`config.mk`:
```
export PLATFORM = sky130hd
export DESIGN_NAME = sigmoid_flat
export DESIGN_NICKNAME = d
export VERILOG_FILES = /design/src/rtl/sigmoid_if.sv /design/src/rtl/sigmoid.sv /design/src/flat_wrapper.sv
export SDC_FILE = /design/constraint.sdc
export NUM_CORES = 1
export LEC_CHECK = 0
export BUFFER_PORTS_ARGS = -buffer_cell sky130_fd_sc_hd__buf_2
export CAP_MARGIN = 20
export CORE_ASPECT_RATIO = 0.7
export CORE_UTILIZATION = 26
export DETAILED_ROUTE_END_ITERATION = 8
export HOLD_SLACK_MARGIN = 0.03
export PLACE_DENSITY = 0.52
export SLEW_MARGIN = 20
export SYNTH_ARGS = -nofsm -noshare
export SYNTH_HDL_FRONTEND = slang
export SYNTH_SLANG_ARGS = --single-unit
```
`constraint.sdc`:
```
create_clock -name clk -period 4.8 [get_ports clk]
set_clock_uncertainty 0.1 [all_clocks]
set_input_delay 0.48 -clock clk [delete_from_list [all_inputs] [get_ports clk]]
set_output_delay 0.48 -clock clk [all_outputs]
set_load 0.05 [all_outputs]
```
`src/rtl/sigmoid_if.sv`:
```
// Sample stream bundle for the sigmoid block.
//   in_valid / x  : operand sample (Q8.24 signed), driven by the producer
//   out_valid / y : result sample (Q8.24, range [0, 1.0]), driven by the block
// master = producer/consumer side, slave = the sigmoid block itself.
interface sigmoid_if;
  logic        in_valid;
  logic [31:0] x;
  logic        out_valid;
  logic [31:0] y;

  modport master (output in_valid, output x, input out_valid, input y);
  modport slave  (input in_valid, input x, output out_valid, output y);
endinterface

```
`src/rtl/sigmoid.sv`:
```
// Piecewise-linear (PLAN) sigmoid, signed Q8.24 in and out, 2-cycle latency,
// one sample per cycle, no backpressure.
// Ports:
//   clk   : clock, rising edge
//   rst_n : asynchronous active-low reset, clears all state
//   bus   : sigmoid_if.slave (in_valid, x -> out_valid, y)
// Stage 1 registers |x| (saturated), sign and valid; stage 2 registers y.
module sigmoid (
  input  logic       clk,
  input  logic       rst_n,
  sigmoid_if.slave   bus
);

  localparam logic [31:0] ONE   = 32'h0100_0000;  // 1.0
  localparam logic [31:0] HALF  = 32'h0080_0000;  // 0.5
  localparam logic [31:0] C_S2  = 32'h00A0_0000;  // 0.625
  localparam logic [31:0] C_S3  = 32'h00D8_0000;  // 0.84375
  localparam logic [31:0] B_S3  = 32'h0260_0000;  // 2.375
  localparam logic [31:0] B_SAT = 32'h0500_0000;  // 5.0

  // Valid shift register: [0] = stage 1, [1] = stage 2 (out_valid).
  logic [1:0]  vld_q;
  logic [31:0] a_d, a_q;
  logic        sgn_q;
  logic [31:0] f_d;
  logic [31:0] y_d, y_q;

  // |x|; the most negative code has no positive twin, so clamp it.
  always_comb begin
    a_d = bus.x;
    if (bus.x[31]) begin
      if (bus.x == 32'h8000_0000) a_d = 32'h7FFF_FFFF;
      else                        a_d = -bus.x;
    end
  end

  // Segment select with lower-inclusive boundaries; a_q is non-negative so
  // the logical shifts truncate toward zero.
  always_comb begin
    f_d = ONE;
    if (a_q < ONE)        f_d = (a_q >> 2) + HALF;
    else if (a_q < B_S3)  f_d = (a_q >> 3) + C_S2;
    else if (a_q < B_SAT) f_d = (a_q >> 5) + C_S3;
    // f_d <= 1.0 in every segment, so the subtraction cannot underflow.
    y_d = sgn_q ? (ONE - f_d) : f_d;
  end

  always_ff @(posedge clk or negedge rst_n) begin
    if (!rst_n) begin
      vld_q <= '0;
      a_q   <= '0;
      sgn_q <= 1'b0;
      y_q   <= '0;
    end else begin
      vld_q <= {vld_q[0], bus.in_valid};
      if (bus.in_valid) begin
        a_q   <= a_d;
        sgn_q <= bus.x[31];
      end
      if (vld_q[0]) y_q <= y_d;
    end
  end

  assign bus.out_valid = vld_q[1];
  assign bus.y         = y_q;

endmodule

```
`src/flat_wrapper.sv`:
```
// flat-port wrapper written by rule: the top's interface ports become plain ports
module sigmoid_flat 
  (clk, rst_n, bus_in_valid, bus_x, bus_out_valid, bus_y);
  sigmoid_if bus_i ();
  input  logic clk;
  input  logic rst_n;
  input wire logic [$bits(bus_i.in_valid)-1:0] bus_in_valid;
  input wire logic [$bits(bus_i.x)-1:0] bus_x;
  output wire logic [$bits(bus_i.out_valid)-1:0] bus_out_valid;
  output wire logic [$bits(bus_i.y)-1:0] bus_y;
  assign bus_i.in_valid = bus_in_valid;
  assign bus_i.x = bus_x;
  assign bus_out_valid = bus_i.out_valid;
  assign bus_y = bus_i.y;
  sigmoid u_core (.clk(clk), .rst_n(rst_n), .bus(bus_i));
endmodule
```
==> out/results.tsv, run 1 <==
metric	value	unit
run status	finished, final reports clean	
initial DRC count	227	
Tmin final	4.16	ns
Reg2Reg Depth	10	
Final setup viols	0	
Power Total	2110	uW
count of cell types in the netlist	65	
antenna violations before repair	0	
Crit. End Element	flip-flop	
Seq/Total Area, Yosys	36.7	%
post-DP HPWL	9.54	mm
Routed WL	12.6	mm
Max-cap violations	0	
CP max FO	10	
core footprint	0.0165	mm2
Worst Setup Start Kind	flip-flop	
Slew headroom	32.0	%
die area	0.0176	mm2
routed vias	4171	
# DRC	0	
Worst-Skew Late Latency	0.33	ns
post-cts resize count	0	
ys flop type	dfrtp_1	
TritonCTS clock tree	done	
LEAKAGE	0.00221	uW
DR WL/cell	16.1	um
hold buffer count at CTS	0	
Synth-to-Final Area Change	19.1	%
number of synthesized flops with an enable pin	0	
Setup TNS	0	ns
pin count of the biggest net entering global routing	66	
chip height	111	um
Chip Width	158	um
final-report max-slew violation count	0	
commonest non-fill, non-tap cell in the layout	buf_2	
mapped cell area	0.00443	mm2
critical path launch point	u_core.a_q[24]$_DFFE_PN0P_	
warnings from Yosys	0	
worst path required time	4.91	ns
gr ovfl total	0	
root buffer cell	clkbuf_16	
clock sink total	65	
worst r2r src	u_core.a_q[24]$_DFFE_PN0P_	
worst-margin pin slew	1.01	ns
post-synthesis cell count	499	
H-tree levels	3	
f_max	240	MHz
Final Wtd Congestion	0.894	
Hold Fails Final Rpt	0	
share of post-route cells with drive strength above 1	21.3	%
# nets final	597	
router iterations before antenna repair	5	
Tightest Hold Check Type	primary input to async pin	
RSZ-0062 raised after global routing	no	
critical path class	flip-flop to flip-flop	
Final Core Density	32.0	%
initial core utilization	26.9	%
async set or reset register ratio after synthesis	100	%
I/O pins	68	
number of diodes	0	
Synthesized Nets	542	
total track usage	14.9	%
flops & latches, synth	65	
Final ANT Viol Nets	0	
Post-CTS Setup Bufs	0	
synthesized area per cell	8.88	um2
IR drop worst, VDD	0.000148	V
Max clock buf depth	2	
pwr dens	399	mW/mm2
IO buf count	67	
first-pass GRT wire length	20.6	mm
post-route clock period utilization	86.7	%
TritonCTS buffer count	9	
commonest cells after routing, fill and taps aside	67 x buf_2, 65 x dfrtp_1, 45 x nor2_1	
critical path arrival	4.27	ns
vias in the first global route	4028	
Worst-path clk slew	0.05	ns
FP Rows	39	
Vias/cell	5.33	
## synth_stat cells (6+ instances only)
master     instances  area [um2]
dfrtp_1           65        1630
nor2_1            45         169
nand2_1           40         150
a31oi_1           29         181
clkbuf_1          28         105
o21ai_0           27         135
xor2_1            25         219
a21oi_1           22         110
nand3_1           18        90.1
xnor2_1           18         158
mux2_2            15         169
or3_1             11        68.8
inv_1             10        37.5
a22oi_1            8        60.1
ha_1               8         100
o211ai_1           8        60.1
o31ai_1            8        60.1
o2bb2ai_1          7        61.3
a211oi_1           6        45.0
nor3_1             6        30.0
## worst max-delay path, stage by stage, from the launching register on
cell	delay [ns]
dfrtp_1	0.48
inv_1	0.16
ha_1	0.33
nor4_2	0.76
a21boi_0	0.55
and2_1	0.41
a222oi_1	0.20
and4_1	0.32
nand3_1	0.25
mux2i_1	0.11
or3_1	0.36
## metrics by stage
step | instance area (um2) | cells | hold slack [ns] | setup slack (ns)
floorplan | 4430 | 499 | 0.0844 | 1.05
global placement | 4980 | 768 | 0.360 | 0.812
detailed placement | 4980 | 768 | 0.370 | 0.673
CTS | 5280 | 783 | 0.278 | 0.746
global route | 5280 | 783 | 0.315 | 0.303
finish | 5280 | 783 | 0.237 | 0.641
## state kept, by name, indices dropped and copies added, names as in the netlist
signal        flops
u_core.a_q       30
u_core.vld_q      2
u_core.sgn_q      1
u_core.bus.y     32
## power breakdown
group / switching, uW / internal [uW] / total, uW / leakage [uW]
clock network: 232 / 425 / 658 / 0.000148
logic: 496 / 222 / 719 / 0.00127
registers: 89.4 / 643 / 733 / 0.000795
## worst paths after layout
check | slack, ns | to
worst max-delay path | 0.64 | u_core.bus.y[18]$_DFFE_PN0P_
worst min-delay path | 0.24 | u_core.vld_q[1]$_DFF_PN0_
worst max register to register | 0.64 | u_core.bus.y[18]$_DFFE_PN0P_
worst min register to register | 0.37 | u_core.bus.y[27]$_DFFE_PN0P_
max in group asynchronous | 3.82 | u_core.bus.y[0]$_DFFE_PN0P_
min in group clk | 0.37 | u_core.bus.y[27]$_DFFE_PN0P_
## final cells by class
class	instances	area [um2]
flip-flops and latches	65	1630
fillers	1791	11200
clock buffers	12	256
multi-input cells	389	2620
well taps	225	282
inverters	12	45.0
repair buffers	77	410
clock inverters	3	40.0
## cells by family after synthesis
family / count (synthesis) / synth area share, %
xor+xnor: 43 / 8.50
fa+ha+maj: 8 / 2.26
mux: 16 / 4.04
buf+inv: 45 / 4.21
compound gates: 161 / 25.1
flops: 65 / 36.7
simple gates: 161 / 19.2
## layer usage
metal / track usage [%] / part of all wire (%) / vias up / wire [um]
li1: - / - / 1992 / -
met2: 22.3 / 44 / 122 / 5490
met5: 0 / 0 / - / 0
met4: 3.78 / 1.1 / 0 / 134
met3: 3.71 / 5.5 / 15 / 689
met1: 21.1 / 50 / 2042 / 6270
No activity file was read; power rests on OpenSTA's default activity.
==> inputs of run 2 (changes only) <==
--- a/config.mk
+++ b/config.mk
@@ -9,6 +9,7 @@
 export CAP_MARGIN = 20
 export CORE_ASPECT_RATIO = 0.7
 export CORE_UTILIZATION = 26
+export CTS_BUF_LIST = sky130_fd_sc_hd__clkbuf_4
 export DETAILED_ROUTE_END_ITERATION = 8
 export HOLD_SLACK_MARGIN = 0.03
 export PLACE_DENSITY = 0.52
==> constraint.sdc (replaced) <==
create_clock -name clk -period 4.7 [get_ports clk]
set_clock_uncertainty 0.1 [all_clocks]
set_input_delay 0.47 -clock clk [delete_from_list [all_inputs] [get_ports clk]]
set_output_delay 0.47 -clock clk [all_outputs]
set_load 0.05 [all_outputs]
==> run 2 against run 1 <==
  * Clock power decreased by 43%
  * Sequential power increased by 2%
  * First-iteration DRC count decreased by 2.2%
  * Worst hold slack got worse by 0.12 ns
  * Final cell count increased by 0.38%
  * Combinational power increased by 2.9%
  * Critical endpoint unchanged
==> out/results.tsv, run 2 (synthesis gave the netlist of run 1 again) <==
metric	value	unit	change
Vias/cell	5.25		was 5.33
router iterations before antenna repair	5		unchanged
Max clock buf depth	2		unchanged
Reg power frac	40.1	%	was 34.7%
f_max	247	MHz	was 240 MHz
Tmin final	4.04	ns	was 4.16 ns
Final ANT Viol Nets	0		unchanged
TritonCTS clock tree	done		unchanged
Tightest Hold Check Type	primary input to async pin		unchanged
switching pwr	812	uW	was 818 uW
total track usage	14.9	%	about the same
CP max FO	10		unchanged
# fillers	1782		was 1791
IR drop worst, VDD	0.000165	V	was 0.000148 V
gr ovfl total	0		unchanged
root buffer cell	clkbuf_4		was clkbuf_16
first-pass GRT wire length	20.6	mm	about the same
# nets final	599		was 597
post-DP HPWL	9.43	mm	was 9.54 mm
area occupied by multi-input gates	0.00262	mm2	unchanged
commonest non-fill, non-tap cell in the layout	buf_2		unchanged
Final Core Density	31.1	%	was 32.0%
Post-CTS Setup Bufs	0		unchanged
share of post-route cells with drive strength above 1	21.7	%	was 21.3%
# DRC	0		unchanged
Worst Setup Start Kind	flip-flop		unchanged
vias in the first global route	3919		was 4028
Sw Ratio	43.5	%	was 38.8%
antenna violations before repair	0		unchanged
critical path class	flip-flop to flip-flop		unchanged
max reg flops	32		unchanged
Synth-to-Final Area Change	15.8	%	was 19.1%
critical path arrival	4.26	ns	was 4.27 ns
Post-Layout Cell Count	786		was 783
PnR worst setup slack	0.656	ns	was 0.641 ns
worst-margin pin slew	1.06	ns	was 1.01 ns
commonest cells after routing, fill and taps aside	67 x buf_2, 65 x dfrtp_1, 45 x nor2_1		unchanged
FP Rows	39		unchanged
I/O pins	68		unchanged
Placed Cells	770		was 768
pin count of the biggest net entering global routing	66		unchanged
Worst-Skew Late Latency	0.43	ns	was 0.33 ns
max layer used	met4		unchanged
clock network fraction of design power	20.2	%	was 31.2%
DR WL/cell	15.9	um	was 16.1 um
die area	0.0176	mm2	unchanged
initial core utilization	26.9	%	unchanged
sequential cell area	0.00163	mm2	unchanged
Max-cap violations	0		unchanged
Hold Fails Final Rpt	0		unchanged
Crit. End Element	flip-flop		unchanged
TritonCTS buffer count	9		unchanged
Routed WL	12.5	mm	was 12.6 mm
P_int	1050	uW	was 1290 uW
IO buf count	67		unchanged
worst path required time	4.92	ns	was 4.91 ns
Final Wtd Congestion	0.879		was 0.894
clock sink total	65		unchanged
Final setup viols	0		unchanged
final-report max-slew violation count	0		unchanged
LEAKAGE	0.00214	uW	was 0.00221 uW
post-route clock period utilization	86.0	%	was 86.7%
core footprint	0.0165	mm2	unchanged
run status	finished, final reports clean		unchanged
hold buffer count at CTS	0		unchanged
routed vias	4130		was 4171
RSZ-0062 raised after global routing	no		unchanged
post-cts resize count	0		unchanged
Setup TNS	0	ns	unchanged
Slew headroom	28.9	%	was 32.0%
number of diodes	0		unchanged
routed wire length on met3	733	um	was 689 um
Combinational Power Share	39.7	%	was 34.1%
Metal-1 WL	6.26	mm	was 6.27 mm
Worst-path clk slew	0.11	ns	was 0.05 ns
WL met2	5.37	mm	was 5.49 mm
H-tree levels	3		unchanged
DP Worst Slack	0.610	ns	was 0.673 ns
pwr dens	363	mW/mm2	was 399 mW/mm2
Chip Width	158	um	unchanged
initial DRC count	222		was 227
chip height	111	um	unchanged
## run 2: cell types whose count changed in the layout (fill, tap and decap cells not counted), sizes merged
cell | previous run | this run
buf | 77 | 79
clkbuf | 12 | 10
clkinvlp | 0 | 2
clkinv | 3 | 4
## run 2: final timing paths
check                                             startpoint                            to  slack, ns  cells after the start
worst max-delay path              u_core.a_q[24]$_DFFE_PN0P_  u_core.bus.y[18]$_DFFE_PN0P_       0.66                     10
worst min-delay path                                   rst_n    u_core.a_q[30]$_DFFE_PN0P_       0.12                      2
worst max register to register    u_core.a_q[24]$_DFFE_PN0P_  u_core.bus.y[18]$_DFFE_PN0P_       0.66                     10
worst min register to register  u_core.bus.y[27]$_DFFE_PN0P_  u_core.bus.y[27]$_DFFE_PN0P_       0.39                      2
max in group asynchronous                              rst_n   u_core.bus.y[6]$_DFFE_PN0P_       3.84                      2
min in group clk                                   bus_x[29]    u_core.a_q[29]$_DFFE_PN0P_       0.26                      3
## run 2: area by class of cell
type	instances	share of cell area (%)
Clock inverter	6	1.15
Tap cell	225	5.49
Sequential cell	65	31.7
Clock buffer	10	1.46
Timing Repair Buffer	79	8.29
Inverter	12	0.878
Multi-Input combinational cell	389	51.0
## run 2: stage by stage
stage | hold slack, ns | power [uW] | instance area, um2
3_3_place_gp | 0.361 | 1490 | 5000
4_1_cts | 0.147 | 1890 | 5130
5_1_grt | 0.186 | 1980 | 5130
6_report | 0.120 | 1860 | 5130
2_1_floorplan | 0.0744 | 1270 | 4430
3_5_place_dp | 0.369 | 1500 | 5000
## run 2: per-layer routing
metal | global-route usage [%] | up-vias
li1 | - | 2002
met1 | 21.8 | 1983
met2 | 21.9 | 133
met3 | 3.48 | 12
met4 | 3.40 | 0
met5 | 0 | -
## run 2: critical path, stage by stage (launching register included)
cell and delay, ns:
dfrtp_1 0.50, inv_1 0.15, ha_1 0.33, nor4_2 0.71, a21boi_0 0.54, and2_1 0.38
a222oi_1 0.18, and4_1 0.31, nand3_1 0.25, mux2i_1 0.11, or3_1 0.37
## run 2: power by group through the flow
stage | registers (uW) | clock network (uW) | logic [uW]
floorplan | 955 | 0 | 314
global placement | 757 | 0 | 731
detailed placement | 761 | 0 | 739
CTS | 749 | 395 | 742
global route | 762 | 412 | 803
finish | 747 | 376 | 740
==> inputs of run 3 (changes only) <==
--- a/config.mk
+++ b/config.mk
@@ -5,14 +5,13 @@
 export SDC_FILE = /design/constraint.sdc
 export NUM_CORES = 1
 export LEC_CHECK = 0
-export BUFFER_PORTS_ARGS = -buffer_cell sky130_fd_sc_hd__buf_2
 export CAP_MARGIN = 20
 export CORE_ASPECT_RATIO = 0.7
 export CORE_UTILIZATION = 26
 export CTS_BUF_LIST = sky130_fd_sc_hd__clkbuf_4
 export DETAILED_ROUTE_END_ITERATION = 8
+export DONT_BUFFER_PORTS = 1
 export HOLD_SLACK_MARGIN = 0.03
-export PLACE_DENSITY = 0.52
 export SLEW_MARGIN = 20
 export SYNTH_ARGS = -nofsm -noshare
 export SYNTH_HDL_FRONTEND = slang
==> run 3 against run 2 <==
  * Setup slack lost 0.061 ns
  * Critical endpoint unchanged
  * First-iteration DRC count increased by 66%
  * Highest routed layer unchanged
  * Via count decreased by 5.7%
==> out/results.tsv, run 3 (synthesis gave the netlist of run 1 again) <==
metric	value	unit	change
clock sink total	65		unchanged
root buffer cell	clkbuf_4		unchanged
initial core utilization	26.9	%	unchanged
vias in the first global route	3732		was 3919
Routed WL	12.8	mm	was 12.5 mm
f_max	244	MHz	was 247 MHz
LEAKAGE	0.00186	uW	was 0.00214 uW
RSZ-0062 raised after global routing	no		unchanged
gr ovfl total	0		unchanged
switching pwr	775	uW	was 812 uW
total track usage	15.3	%	was 14.9%
clock network fraction of design power	20.7	%	was 20.2%
Chip Width	158	um	unchanged
Worst Setup Start Kind	flip-flop		unchanged
Slew headroom	31.8	%	was 28.9%
post-DP HPWL	9.61	mm	was 9.43 mm
Placed Cells	700		was 770
commonest non-fill, non-tap cell in the layout	dfrtp_1		was buf_2
Sw Ratio	44.1	%	was 43.5%
critical path arrival	4.32	ns	was 4.26 ns
final-report max-slew violation count	0		unchanged
Final setup viols	0		unchanged
number of diodes	0		unchanged
worst path required time	4.92	ns	about the same
chip height	111	um	unchanged
commonest cells after routing, fill and taps aside	65 x dfrtp_1, 45 x nor2_1, 40 x nand2_1		was 67 x buf_2, 65 x dfrtp_1, 45 x nor2_1
Combinational Power Share	22.5	%	was 39.7%
fin area	0.00481	mm2	was 0.00513 mm2
P_int	985	uW	was 1050 uW
GR Util met3	4.93	%	was 3.48%
first-pass GRT wire length	20.9	mm	was 20.6 mm
Tightest Hold Check Type	primary input to flip-flop		was primary input to async pin
Tmin final	4.11	ns	was 4.04 ns
# nets final	532		was 599
Post-CTS Setup Bufs	0		unchanged
DR WL/cell	17.9	um	was 15.9 um
I/O pins	68		unchanged
Final ANT Viol Nets	0		unchanged
CP max FO	10		unchanged
IO buf count	0		was 67
PnR worst setup slack	0.594	ns	was 0.656 ns
routed vias	3894		was 4130
Vias/cell	5.42		was 5.25
Worst-path clk slew	0.10	ns	was 0.11 ns
die area	0.0176	mm2	unchanged
WHS Path Cells	2		
# DRC	0		unchanged
TritonCTS buffer count	9		unchanged
IR drop worst, VDD	0.000109	V	was 0.000165 V
Slowest cell on crit path	nor4_2		unchanged
initial DRC count	368		was 222
pwr dens	366	mW/mm2	was 363 mW/mm2
worst-margin pin slew	1.01	ns	was 1.06 ns
CP cell instances	inv_1 -> ha_1 -> nor4_2 -> a21boi_0 -> and2_1 -> a222oi_1 -> and4_1 -> nand3_1 -> mux2i_1 -> or3_1		unchanged
critical path class	flip-flop to flip-flop		unchanged
H-tree levels	3		unchanged
met1 Resource Use GR	21.8	%	about the same
Placed Instance Area	0.00464	mm2	was 0.00500 mm2
Worst-Skew Late Latency	0.43	ns	about the same
run status	finished, final reports clean		unchanged
share of post-route cells with drive strength above 1	10.3	%	was 21.7%
Synth-to-Final Area Change	8.53	%	was 15.8%
Max clock buf depth	2		unchanged
max reg flops	32		unchanged
Crit. End Element	flip-flop		unchanged
Top Usage Layer GRT	met2		unchanged
router iterations before antenna repair	6		was 5
Post-Layout Cell Count	718		was 786
DP Worst Slack	0.685	ns	was 0.610 ns
core footprint	0.0165	mm2	unchanged
WHS	0.0756	ns	was 0.120 ns
Max-cap violations	0		unchanged
TritonCTS clock tree	done		unchanged
antenna violations before repair	0		unchanged
Hold Fails Final Rpt	0		unchanged
met2 GRT Util	22.4	%	was 21.9%
Setup TNS	0	ns	unchanged
Final Wtd Congestion	0.836		was 0.879
Reg power frac	56.7	%	was 40.1%
largest stage delay on the critical path	0.79	ns	was 0.71 ns
Reg2Reg Depth	10		unchanged
FP Rows	39		unchanged
post-route clock period utilization	87.4	%	was 86.0%
pin count of the biggest net entering global routing	66		unchanged
[run 3: cell types whose count changed in the layout (fill, tap and decap cells not counted), sizes merged]
| cell | before | now |
|---|---|---|
| dlygate4sd3 | 0 | 2 |
| clkinv | 4 | 5 |
| clkinvlp | 2 | 0 |
| buf | 79 | 10 |
[run 3: per-stage QoR]
step	power [uW]	utilization, %
after floorplan	1270	-
after global placement	1380	28.1
after detailed placement	1390	28.1
after CTS	1780	29.2
after global routing	1860	29.2
final	1760	29.2
[run 3: area by class of cell]
| type | instances | area (um2) |
|---|---|---|
| multi-input combinational | 389 | 2620 |
| timing repair buffer | 12 | 115 |
| clock inverter | 5 | 47.5 |
| sequential | 65 | 1630 |
| inverter | 12 | 45.0 |
| tap | 225 | 282 |
| fill | 1776 | 11700 |
| clock buffer | 10 | 75.1 |
[run 3: worst paths after layout]
kind,start,endpoint,slack (ns)
worst max-delay path,u_core.a_q[24]$_DFFE_PN0P_,u_core.bus.y[18]$_DFFE_PN0P_,0.59
worst min-delay path,bus_in_valid,u_core.sgn_q$_DFFE_PN0P_,0.08
worst max register to register,u_core.a_q[24]$_DFFE_PN0P_,u_core.bus.y[18]$_DFFE_PN0P_,0.59
worst min register to register,u_core.a_q[30]$_DFFE_PN0P_,u_core.a_q[30]$_DFFE_PN0P_,0.43
max in group asynchronous,rst_n,u_core.bus.y[8]$_DFFE_PN0P_,3.75
min in group asynchronous,rst_n,u_core.bus.y[23]$_DFFE_PN0P_,0.47
[run 3: what timing repair did]
item	4_1_cts	5_1_grt
gates resized for setup	0	0
hold endpoints to repair	89	0
setup endpoints to repair	0	0
hold buffers	3	0
[run 3: critical path: cells and delay by family, from the launching register on]
family                   cells  cell delay (ns)
AO/OA/AOI/OAI                2             0.71
buffers and inverters        1             0.15
flip-flops                   1             0.50
AND/OR/NAND/NOR              5             2.10
adder cells (fa/ha/maj)      1             0.32
multiplexers                 1             0.11
[run 3: per-layer routing]
| metal | up-vias | part of all wire, % | routed length (um) |
|---|---|---|---|
| met2 | 122 | 43 | 5570 |
| met3 | 8 | 8.2 | 1060 |
| met4 | 0 | 0.61 | 79 |
| met5 | - | 0 | 0 |
| met1 | 1902 | 48 | 6140 |
| li1 | 1862 | - | - |
[run 3: power groups by stage]
stage | logic [uW] | registers, uW | clock network, uW
2_1_floorplan | 314 | 955 | 0
3_3_place_gp | 366 | 1010 | 0
5_1_grt | 444 | 1020 | 401
3_5_place_dp | 374 | 1010 | 0
6_report | 397 | 999 | 365
4_1_cts | 395 | 1000 | 378
